--- src/rtl/credit_manager_vc.sv ---
// Per-(port, VC) saturating credit tracker with send gating, registered credit
// return, counter readback and optional sticky error flags (CM_ERR_CHECK_EN).
module credit_manager_vc #(
  parameter  int unsigned NUM_PORTS  = 5,
  parameter  int unsigned NUM_VCS    = 2,
  parameter  int unsigned FIFO_DEPTH = 8,
  parameter  int unsigned LOW_WM     = 2,
  localparam int unsigned N          = NUM_PORTS * NUM_VCS,
  localparam int unsigned CREDIT_W   = $clog2(FIFO_DEPTH + 1),
  localparam int unsigned SEL_W      = (N > 1) ? $clog2(N) : 1
) (
  input  logic                clk,
  input  logic                rst,
  input  logic [N-1:0]        downstream_credit,
  input  logic [N-1:0]        outq_credit_return,
  input  logic                cfg_init,
  input  logic [SEL_W-1:0]    rd_sel,
  output logic [N-1:0]        can_send,
  output logic [N-1:0]        credit_low,
  output logic [N-1:0]        upstream_credit,
  output logic [CREDIT_W-1:0] rd_count,
  output logic [N-1:0]        err_underflow,
  output logic [N-1:0]        err_overflow
);

  localparam logic [CREDIT_W-1:0] FULL = CREDIT_W'(FIFO_DEPTH);
  localparam logic [CREDIT_W-1:0] LOW  = CREDIT_W'(LOW_WM);

  logic [CREDIT_W-1:0] count     [N];
  logic [CREDIT_W-1:0] count_nxt [N];
`ifdef CM_ERR_CHECK_EN
  logic [N-1:0] uf_set;
  logic [N-1:0] of_set;
`endif

  // Next-count: init > simultaneous hold > consume > return, saturating at both ends
  always_comb begin
    count_nxt = count;
`ifdef CM_ERR_CHECK_EN
    uf_set = '0;
    of_set = '0;
`endif
    for (int unsigned i = 0; i < N; i++) begin
      if (cfg_init) begin
        count_nxt[i] = FULL;
      end else if (downstream_credit[i] && !outq_credit_return[i]) begin
        if (count[i] != '0) begin
          count_nxt[i] = count[i] - CREDIT_W'(1);
        end else begin
`ifdef CM_ERR_CHECK_EN
          uf_set[i] = 1'b1;
`endif
        end
      end else if (outq_credit_return[i] && !downstream_credit[i]) begin
        if (count[i] != FULL) begin
          count_nxt[i] = count[i] + CREDIT_W'(1);
        end else begin
`ifdef CM_ERR_CHECK_EN
          of_set[i] = 1'b1;
`endif
        end
      end
    end
  end

  always_ff @(posedge clk or posedge rst) begin
    if (rst) begin
      for (int unsigned i = 0; i < N; i++) begin
        count[i] <= FULL;
      end
      upstream_credit <= '0;
      rd_count        <= '0;
    end else begin
      count           <= count_nxt;
      upstream_credit <= outq_credit_return;
      // Readback samples the pre-update value; out-of-range selects read as zero
      if (32'(rd_sel) < N) begin
        rd_count <= count[rd_sel];
      end else begin
        rd_count <= '0;
      end
    end
  end

  // Send gating decodes only from registered counters
  always_comb begin
    can_send   = '0;
    credit_low = '0;
    for (int unsigned i = 0; i < N; i++) begin
      can_send[i]   = (count[i] != '0);
      credit_low[i] = (count[i] <= LOW);
    end
  end

`ifdef CM_ERR_CHECK_EN
  // Sticky protocol errors; cfg_init clears and wins over a same-cycle set
  always_ff @(posedge clk or posedge rst) begin
    if (rst) begin
      err_underflow <= '0;
      err_overflow  <= '0;
    end else if (cfg_init) begin
      err_underflow <= '0;
      err_overflow  <= '0;
    end else begin
      err_underflow <= err_underflow | uf_set;
      err_overflow  <= err_overflow | of_set;
    end
  end
`else
  assign err_underflow = '0;
  assign err_overflow  = '0;
`endif

endmodule

--- config.mk ---
export PLATFORM = sky130hd
export DESIGN_NAME = credit_manager_vc
export DESIGN_NICKNAME = d
export VERILOG_FILES = /design/src/rtl/credit_manager_vc.sv
export SDC_FILE = /design/constraint.sdc
export NUM_CORES = 1
export LEC_CHECK = 0
export CAP_MARGIN = 40
export CELL_PAD_IN_SITES_DETAIL_PLACEMENT = 1
export CELL_PAD_IN_SITES_GLOBAL_PLACEMENT = 1
export CORE_MARGIN = 10
export CORE_UTILIZATION = 36
export DETAILED_ROUTE_END_ITERATION = 8
export PLACE_DENSITY = 0.8
export SLEW_MARGIN = 20
export SYNTH_ARGS = -nofsm -noshare
export SYNTH_HDL_FRONTEND = slang
export SYNTH_SLANG_ARGS = --single-unit
--- constraint.sdc ---
create_clock -name clk -period 1.6 [get_ports clk]
set_input_delay 0.32 -clock clk [delete_from_list [all_inputs] [get_ports clk]]
set_output_delay 0.32 -clock clk [all_outputs]
set_load 0.01 [all_outputs]
# Word-level counts from Yosys, hierarchy flattened
# Cells that the tools add are included.
word_totals:
  ff_bits: 54
  latchBits: 0
  ramBits: 0
  rom_bits: 0
  out_inout_bits: 54
  n_memories: 0
classes:
  add_sub_neg: 20
  multipliers: 0
  div_mod_pow: 0
  order_cmp: 12
  eq_ne: 20
  shifts: 0
  muxes: 54
  bitwise_logic: 1
  reduce_logical: 80
ops:
  columns: ["cell", "count"]
  rows:
  - ["$mux W4", 53]
  - ["$reduce_bool A3 Y1", 20]
  - ["$add A4 B1 Y4 const B", 10]
  - ["$le A4 B2 Y1 const B", 10]
  - ["$ne A4 B4 Y1 const B", 10]
  - ["$reduce_bool A4 Y1", 10]
  - ["$sub A4 B1 Y4 const B", 10]
  - ["$ne A3 B3 Y1 const B", 10]
  - ["$reduce_and A3 Y1", 10]
  - ["$logic_and A1 B1 Y1", 20]
  - ["$logic_not A1 Y1", 20]
  - ["$bmux W4 S4", 1]
  - ["$ge A5 B5 Y1 const B", 1]
  - ["$not A4 Y5", 1]
  - ["$lt A4 B4 Y1 const B", 1]

# Logic depth before layout (Yosys ltp)
# Gate-level depths: netlist of the first run.
depth:
  depth_word: 5
  mapped_depth: 7
  depth_no_buf: 7

# Worst setup path before layout of the first run
# No wires, ideal clock.
synth_path:
  path_kind: "in2reg"
  from: "in outq_credit_return[4]"
  to: "reg count[23] (netlist bit)"
  setup_ps: 82
  arrival_time_ps: 1832
  setup_slack_ps: -314
  cell_stages: 7
  n_path_buf: 0
  cell_sequence: "nand2b_1 -> inv_1 -> ha_1 -> nand2_1 -> o211ai_1 -> mux4_2 -> or2_1"
synth_between:
  elab_chain_cells: 4
synth_lines:
  columns: ["element", "line_no", "text"]
  rows:
  - ["start, declared", "15", "input logic [N-1:0] outq_credit_return,"]
  - ["$logic_not A1 Y1", "46", "end else if (downstream_credit[i] && !outq_credit_return[i]) begin"]
  - ["$logic_and A1 B1 Y1", "46", null]
  - ["$ne A3 B3 Y1 (no line) (tied with other cells)", null, null]
  - ["$reduce_and A3 Y1 (no line) / $mux W4 (equally long branches)", null, null]
  - ["end signal, assigned", "74", "count <= count_nxt;"]
  - ["end, declared", "29", "logic [CREDIT_W-1:0] count [N];"]
# Several ways; a longest one is shown, not always the timed one.
# A chain may end at the register's enable or synchronous reset.

# Worst setup path in the final report of the first run
layout_path:
  from: "reg count[22] (netlist bit)"
  to: "reg count[23] (netlist bit)"
layout_between:
  elab_chain_cells: 5
layout_lines:
  columns: ["element", "line_no", "text"]
  rows:
  - ["$add A4 B1 Y4", "56", "count_nxt[i] = count[i] + CREDIT_W'(1);"]
  - ["$mux W4", "55", "if (count[i] != FULL) begin"]
  - ["$mux W4", "54", "end else if (outq_credit_return[i] && !downstream_credit[i]) begin"]
  - ["$mux W4", "46", null]
  - ["$mux W4", "44", "if (cfg_init) begin"]
# Several ways; a longest one is shown, not always the timed one. The select of a mux whose other input is x is not followed.

==> flow_summary_export.csv, run 1 <==
group,metric,value,unit
status,status,"finished with violations",
status,violations,"setup timing",
routing,first_pass_iters,4,
setup_path,crit_chain,"buf_6, ha_4, nand2_2, o211ai_1, mux4_2, or2_1",
place,gp_congestion,0.8917,
cells_and_area,utilization,60.65,%
floorplan,die_y,125.3,µm
clocking,cts.sinks,54,
setup_path,cp-start-kind,"register",
place,io_buffers,60,
cells_and_area,fin_nets,668,
logic_synthesis,synth_cell_types,51,
logic_synthesis,avgSynthCellArea,9.627,µm²
clocking,root_buffer,"clkbuf_8",
setup_path,worstSetupPathType,"register to register",
clocking,ctsHtreeMaxLevel,2,
cells_and_area,drive_above_1_share,47.75,%
logic_synthesis,synth-edff-count,0,
global_route,antenna_found_initial,0,
routing,drt_wl_total,17.16,mm
sta,setup_viol,38,
clocking,postCtsHoldBufs,0,
setup_path,critPathMaxStageDelay,0.53,ns
routing,drt_iter0_markers,271,
setup_path,required,1.86,ns
floorplan,fp-row-count,38,
pwr,vdd_drop_max,0.0004345,V
pwr,p_per_area,862.2,nW/µm²
place,place_ws,-0.7778,ns
sta,hold_viol,0,
sta,slew_viol_final,0,
sta,min_period,1.999,ns
floorplan,die_x,125.3,µm
clocking,clkTransAtPathRegs,0.11,ns
setup_path,cp-startpoint,"count[22]",
pwr,p_leak,3.025,nW
routing,antenna_left,0,
worst_hold_path,min_path_type,"input port to register",
setup_path,path_delay_family,"multiplexers",
floorplan,start_util,36.85,%
cells_and_area,area_growth_syn_to_layout,64.58,%
floorplan,dieArea,15710,µm²
clocking,cts_tree,"done",
setup_path,cp_max_fo,4,
setup_path,end_kind,"register",
clocking,clk_latency,0.32,ns
floorplan,ioPinCount,81,
routing,vias,4181,
logic_synthesis,synthesis.area,3995,µm²
worst_hold_path,hold_path_startpoint,"outq_credit_return[9]",
sta,fin_crit_sh,124.9,%
routing,post_drt_via_cell_ratio,5.487,
logic_synthesis,synth_cells,415,
setup_path,critPathBufInv,1,
logic_synthesis,async_flop_share,100.0,%
global_route,grt_usage,17.94,%
setup_path,cp_slowest_cell,"mux4_2",
place,dp_hpwl,10.26,mm
global_route,grt_pass1_wl,23.92,mm
cells_and_area,most-common-layout-cells,"buf_4 (124), dfrtp_1 (41), buf_6 (33)",
setup_path,arrival,2.26,ns
routing,wl_per_cell,22.52,µm
sta,layout_setup_ws,-0.3989,ns
global_route,grt_overflow,0,
job,maxCapViolations,0,
cells_and_area,layout_commonest_cell,"buf_4",
cells_and_area,n_antenna_cell,0,
global_route,grt_pass1_vias,4616,
sta,fin_skew,0.01238,ns
clocking,cts_inserted_buffers,5,
logic_synthesis,synth-seq-cells,54,
routing,route.detailed.drc,0,
setup_path,reg2reg_from,"count[22]",
global_route,grt_max_degree,55,
sta,fmax,0.5003,GHz
logic_synthesis,yosysSeqAreaShare,34.14,%
logic_synthesis,ys.flop_type,"dfrtp_1",
floorplan,core,10840,µm²
sta,rsz0062_at_grt,"true",
logic_synthesis,ys_warn_count,0,
clocking,clk_path_buf_depth,2,
==> metrics by stage <==
stage | power (mW) | cell area [µm²] | setup TNS [ns] | std cells | hold WS [ns]
final | 5.669 | 6575 | -3.400 | 762 | 0.2569
after global routing | 5.949 | 6575 | -5.524 | 762 | 0.2686
after CTS | 5.077 | 6061 | -1.987 | 741 | 0.3572
after detailed placement | 4.016 | 5622 | -14.63 | 718 | 0.5995
after global placement | 3.852 | 5622 | -11.15 | 718 | 0.5760
after floorplan | 2.872 | 4123 | -0.2660 | 434 | 0.3514
==> synthesized netlist by cell type, drive strengths merged (8+ instances only) <==
| master | number | area share (%) |
|---|---|---|
| a211oi | 10 | 1.9 |
| a21oi | 20 | 2.5 |
| a31oi | 9 | 1.4 |
| and3b | 10 | 2.2 |
| buf | 25 | 4.5 |
| clkbuf | 13 | 1.2 |
| dfrtp | 44 | 28 |
| dfstp | 10 | 6.6 |
| ha | 20 | 6.3 |
| inv | 13 | 1.2 |
| mux2i | 15 | 3.8 |
| mux4 | 10 | 5.7 |
| nand2 | 17 | 1.6 |
| nand2b | 20 | 3.1 |
| nand3b | 8 | 1.5 |
| nor2 | 23 | 2.2 |
| nor2b | 8 | 1.3 |
| nor3 | 16 | 2.0 |
| o21ai | 18 | 2.3 |
| xnor2 | 20 | 4.4 |
| xor2 | 11 | 2.4 |
==> state kept, by name, indices dropped and copies added (netlist names) <==
signal / count
rd_count: 4
upstream_credit: 10
count: 40
==> layout make-up <==
type	instances	area, µm²
multi-input cells	329	2995
repair buffers	218	1888
well taps	140	175.2
fillers	1189	4265
inverters	13	57.56
flip-flops and latches	54	1368
clock buffers	7	86.33
clock inverters	1	5.005
==> cell families (layout without fill, tap and decap cells) <==
| family | count (synthesis) | in the layout | synth area share, % |
|---|---|---|---|
| other | 1 | 20 | 0.09387 |
| multiplexers | 25 | 25 | 9.489 |
| XOR/XNOR | 31 | 31 | 6.796 |
| AND/OR/NAND/NOR | 138 | 138 | 20.42 |
| buffers and inverters | 51 | 239 | 6.984 |
| flip-flops | 54 | 54 | 34.14 |
| AO/OA/AOI/OAI | 95 | 95 | 15.82 |
| adder cells (fa/ha/maj) | 20 | 20 | 6.264 |
==> power by group <==
group	switching, mW	total [mW]	leakage (nW)	internal (mW)
clock	0.526	0.879	0.0482	0.353
combinational	1.44	3.04	2.30	1.60
sequential	0.205	1.75	0.675	1.55
total	2.17	5.67	3.02	3.50
==> worst paths after layout <==
check / to / depth (start not counted) / slack [ns]
max: count[23] / 6 / -0.40
min reg2reg: count[7] / 2 / 0.66
min in group asynchronous: count[34] / 3 / 0.42
max reg2reg: count[23] / 6 / -0.40
max in group asynchronous: count[23] / 3 / 0.86
min: upstream_credit[9] / 2 / 0.26
==> metal layers <==
layer	track usage, %	vias to the layer above	wire, µm
met5	0	-	0
met4	4.810	0	547
met3	2.577	41	634
met2	33.91	131	9128
met1	20.41	2126	6848
li1	-	1883	-
==> worst reg2reg max path: stages (launching register included) <==
cell	delay, ns
dfrtp_2	0.43
buf_6	0.13
ha_4	0.29
nand2_2	0.06
o211ai_1	0.28
mux4_2	0.53
or2_1	0.23
==> timing repair <==
| action | in CTS | in global routing |
|---|---|---|
| cloned | 0 | 0 |
| pin swaps | 36 | 40 |
| endpoints found under the setup margin | 41 | 53 |
| buffers inserted | 15 | 27 |
| resized for setup | 153 | 91 |
(Power assumes the default switching activity.)
==> run 2: changes to the inputs <==
CTS_BUF_LIST = sky130_fd_sc_hd__clkbuf_8 sky130_fd_sc_hd__clkbuf_16   (was unset)
==> flow_summary_export.csv, run 2 (synthesis results as in run 1) <==
group,metric,value,unit
status,status,"finished with violations",
status,violations,"setup timing",
job,maxCapViolations,0,
pwr,power,5.666,mW
setup_path,required,1.86,ns
global_route,grtUsageMet1,20.41,%
setup_path,cp_max_fo,4,
floorplan,ioPinCount,81,
place,dp_hpwl,10.26,mm
sta,slew_viol_final,0,
clocking,cts_tree,"done",
global_route,antenna_found_initial,0,
floorplan,die_x,125.3,µm
cells_and_area,most-common-layout-cells,"buf_4 (124), dfrtp_1 (41), buf_6 (33)",
cells_and_area,drive_above_1_share,47.75,%
global_route,grt_util_met3,2.577,%
floorplan,core,10840,µm²
global_route,grt_overflow,0,
cells_and_area,fillers,1189,
setup_path,cp_slowest_cell,"mux4_2",
cells_and_area,final_cells,762,
cells_and_area,n_antenna_cell,0,
floorplan,fp-row-count,38,
pwr,p_leak,3.029,nW
floorplan,dieArea,15710,µm²
sta,layout_setup_ws,-0.3990,ns
place,place_inst,718,
floorplan,start_util,36.85,%
sta,fmax,0.5002,GHz
routing,drt_wl_total,17.16,mm
cells_and_area,reg.largest.list,"count (40), upstream_credit (10), rd_count (4)",
clocking,cts.sinks,54,
cells_and_area,register_area,1368,µm²
sta,rsz0062_at_grt,"true",
routing,drt_iter0_markers,278,
sta,fin_crit_sh,124.9,%
global_route,grt_pass1_vias,4616,
cells_and_area,multi_input_area,2995,µm²
routing,first_pass_iters,4,
global_route,grt_util_met2,33.91,%
setup_path,cp-start-kind,"register",
setup_path,critPathBufInv,1,
floorplan,die_y,125.3,µm
sta,min_period,1.999,ns
clocking,clkTransAtPathRegs,0.11,ns
global_route,busiest_layer,"met2",
place,place_ws,-0.7778,ns
routing,post_drt_via_cell_ratio,5.488,
sta,fin_tns_setup,-3.413,ns
pwr,vdd_drop_max,0.0004345,V
global_route,grt_max_degree,55,
clocking,ctsHtreeMaxLevel,2,
global_route,grt_pass1_wl,23.92,mm
cells_and_area,layout_commonest_cell,"buf_4",
cells_and_area,largest-register,"count",
clocking,postCtsHoldBufs,0,
sta,hold_viol,0,
clocking,root_buffer,"clkbuf_8",
place,io_buffers,60,
setup_path,arrival,2.26,ns
clocking,clk_path_buf_depth,2,
global_route,grt_usage,17.94,%
cells_and_area,area_growth_syn_to_layout,64.58,%
sta,setup_viol,38,
setup_path,path_delay_family,"multiplexers",
cells_and_area,fin_nets,668,
cells_and_area,largest_reg_flops,40,
clocking,clk_latency,0.32,ns
routing,wl_per_cell,22.52,µm
setup_path,end_kind,"register",
place,gp_congestion,0.8917,
routing,route.detailed.drc,0,
pwr,p_per_area,861.8,nW/µm²
clocking,cts_inserted_buffers,5,
setup_path,worstSetupPathType,"register to register",
worst_hold_path,min_path_type,"input port to register",
routing,vias,4182,
setup_path,crit_chain,"buf_6, ha_4, nand2_2, o211ai_1, mux4_2, or2_1",
sta,fin_skew,0.01269,ns
routing,antenna_left,0,
setup_path,critPathMaxStageDelay,0.53,ns
==> run 2: through the flow <==
step                      cell area, µm²  hold WS (ns)  utilization, %
after floorplan                     4123        0.3514               -
after global placement              5622        0.5760           51.86
after detailed placement            5622        0.5995           51.86
after CTS                           6061        0.3572           55.91
after global routing                6575        0.2686           60.65
final                               6575        0.2569           60.65
==> run 2: repair_timing <==
action | CTS | global route
pin swaps | 36 | 40
buffers inserted | 15 | 27
resized for setup | 153 | 91
setup endpoints to repair | 41 | 53
==> run 2: area by class of cell <==
type / instances / area share, %
inverter: 13 / 0.8754
tap: 140 / 2.664
clock buffer: 6 / 1.256
clock inverter: 2 / 0.1332
multi-input combinational: 329 / 45.56
timing repair buffer: 218 / 28.72
sequential: 54 / 20.80
==> run 2: where the power goes <==
| group | internal [mW] | switching [mW] | total [mW] |
|---|---|---|---|
| clock | 0.347 | 0.527 | 0.874 |
| sequential | 1.55 | 0.205 | 1.75 |
| combinational | 1.60 | 1.44 | 3.04 |
==> run 2: layer usage <==
layer | share of wire (%) | vias to the layer above | wire length [µm]
li1 | - | 1884 | -
met1 | 40 | 2127 | 6861
met2 | 53 | 130 | 9128
met3 | 3.7 | 41 | 627
met4 | 3.2 | 0 | 547
met5 | 0 | - | 0
==> run 2: worst register-to-register path, cell delays in order, from the launching register on <==
cell and delay [ns]:
dfrtp_2 0.43, buf_6 0.13, ha_4 0.29, nand2_2 0.06, o211ai_1 0.28, mux4_2 0.53
or2_1 0.23
==> run 2: final timing paths <==
path                            slack [ns]                  start  cells past startpoint                  to
worst min-delay path                  0.26  outq_credit_return[9]                      2  upstream_credit[9]
min in group asynchronous             0.42                    rst                      3           count[34]
max in group asynchronous             0.86                    rst                      3           count[23]
worst min register to register        0.66               count[7]                      2            count[7]
worst max-delay path                 -0.40              count[22]                      6           count[23]
worst max register to register       -0.40              count[22]                      6           count[23]
==> run 3: changes to the inputs <==
clock period = 1.8 ns   (was 1.6 ns; I/O delays follow)
==> flow_summary_export.csv, run 3 (synthesis results as in run 1) <==
group,metric,value,unit
status,status,"finished with violations",
status,violations,"setup timing",
global_route,grt_overflow,0,
floorplan,start_util,36.85,%
cells_and_area,fin_nets,632,
cells_and_area,layout_commonest_cell,"buf_4",
routing,drt_wl_total,13.98,mm
cells_and_area,most-common-layout-cells,"buf_4 (113), dfrtp_1 (36), clkdlybuf4s50_1 (36)",
clocking,clk_path_buf_depth,2,
routing,post_drt_via_cell_ratio,5.351,
global_route,grt_pass1_vias,4417,
setup_path,end_kind,"register",
sta,setup_viol,1,
floorplan,die_y,125.3,µm
place,gp_congestion,0.8353,
floorplan,core,10840,µm²
setup_path,arrival,2.19,ns
routing,vias,3885,
cells_and_area,largest-register,"count",
sta,fin_skew,0.007863,ns
global_route,grt_max_degree,41,
routing,drt_iter0_markers,162,
setup_path,crit_chain,"buf_6, ha_4, nand2_2, o211ai_1, mux4_2, or2_1",
setup_path,cp_slowest_cell,"mux4_2",
floorplan,ioPinCount,81,
cells_and_area,n_antenna_cell,0,
clocking,cts_tree,"done",
floorplan,dieArea,15710,µm²
setup_path,worstSetupPathType,"register to register",
sta,fin_crit_sh,107.2,%
global_route,grt_pass1_wl,22.68,mm
sta,min_period,1.930,ns
sta,fmax,0.5182,GHz
pwr,vdd_drop_max,0.0003866,V
pwr,p_leak,2.666,nW
routing,antenna_left,0,
setup_path,path_delay_family,"multiplexers",
setup_path,cp_max_fo,4,
cells_and_area,drive_above_1_share,34.81,%
clocking,cts_inserted_buffers,5,
setup_path,cp-start-kind,"register",
global_route,grt_usage,17.12,%
clocking,ctsHtreeMaxLevel,2,
cells_and_area,area_growth_syn_to_layout,47.76,%
floorplan,fp-row-count,38,
cells_and_area,reg.largest.list,"count (40), upstream_credit (10), rd_count (4)",
routing,wl_per_cell,19.25,µm
setup_path,required,2.06,ns
clocking,clkTransAtPathRegs,0.11,ns
setup_path,cp.depth,6,
clocking,root_buffer,"clkbuf_8",
place,dp_hpwl,10.18,mm
clocking,postCtsHoldBufs,0,
routing,first_pass_iters,4,
cells_and_area,fillers,1254,
setup_path,critPathMaxStageDelay,0.53,ns
routing,route.detailed.drc,0,
place,place_inst,703,
floorplan,die_x,125.3,µm
clocking,clk_latency,0.32,ns
clocking,cts.sinks,54,
sta,slew_viol_final,0,
global_route,antenna_found_initial,0,
sta,layout_setup_ws,-0.1298,ns
pwr,p_per_area,763.1,nW/µm²
sta,hold_viol,0,
setup_path,ff2ff_path_depth,6,
setup_path,critPathBufInv,1,
place,io_buffers,60,
job,maxCapViolations,0,
worst_hold_path,min_path_type,"input port to async pin",
sta,rsz0062_at_grt,"true",
place,place_ws,-0.6032,ns
cells_and_area,final_cells,726,
cells_and_area,largest_reg_flops,40,
## run 3: cell count changes in the layout (fill, tap and decap cells not counted), sizes merged
cell | previous run | this run
buf | 174 | 130
clkbuf | 8 | 11
clkdlybuf4s15 | 1 | 3
clkdlybuf4s50 | 22 | 36
clkinv | 1 | 0
clkinvlp | 1 | 0
dlygate4sd2 | 9 | 10
dlymetal6s2s | 10 | 0
## run 3: final timing paths
path	start	to	slack, ns
setup / recovery	count[22]	count[23]	-0.13
hold / removal	rst	upstream_credit[0]	0.31
setup reg to reg	count[22]	count[23]	-0.13
hold reg to reg	count[7]	count[7]	0.62
max in group asynchronous	rst	count[3]	0.95
min in group clk	outq_credit_return[4]	upstream_credit[4]	0.40
## run 3: per-stage QoR
stage	power, mW	hold slack (ns)	area, µm²	utilization (%)	TNS [ns]
finish	4.505	0.3090	5903	54.46	-0.1298
global route	4.792	0.3200	5903	54.46	-0.4190
CTS	4.370	0.3172	5751	53.05	-0.1153
detailed placement	3.480	0.5896	5533	51.04	-6.915
global placement	3.349	0.5771	5533	51.04	-4.484
floorplan	2.547	0.3914	4096	-	-0.03904
## run 3: per-layer routing
layer,share of wire [%],global-route usage [%],vias to the layer above
met4,1.6,4.133,0
met2,55,32.55,74
met1,40,19.04,1982
met3,3.5,3.211,17
met5,0,0,-
li1,-,-,1812
## run 3: cell type report
cell class | instances | area [µm²] | share of cell area (%)
flip-flops and latches | 54 | 1374 | 23.27
clock buffers | 8 | 110.1 | 1.865
multi-input cells | 329 | 2635 | 44.64
well taps | 140 | 175.2 | 2.967
repair buffers | 182 | 1558 | 26.39
inverters | 13 | 51.30 | 0.8690
## run 3: repair_timing
action | CTS | global route
buffers inserted | 8 | 7
pin swaps | 4 | 8
setup endpoints to repair | 24 | 31
endpoints found under the hold margin | 0 | 0
resized for setup | 74 | 31
## run 3: power breakdown
part           internal, mW  total [mW]  switching (mW)
registers              1.38        1.55           0.165
clock network         0.391       0.841           0.451
logic                  1.11        2.12            1.01
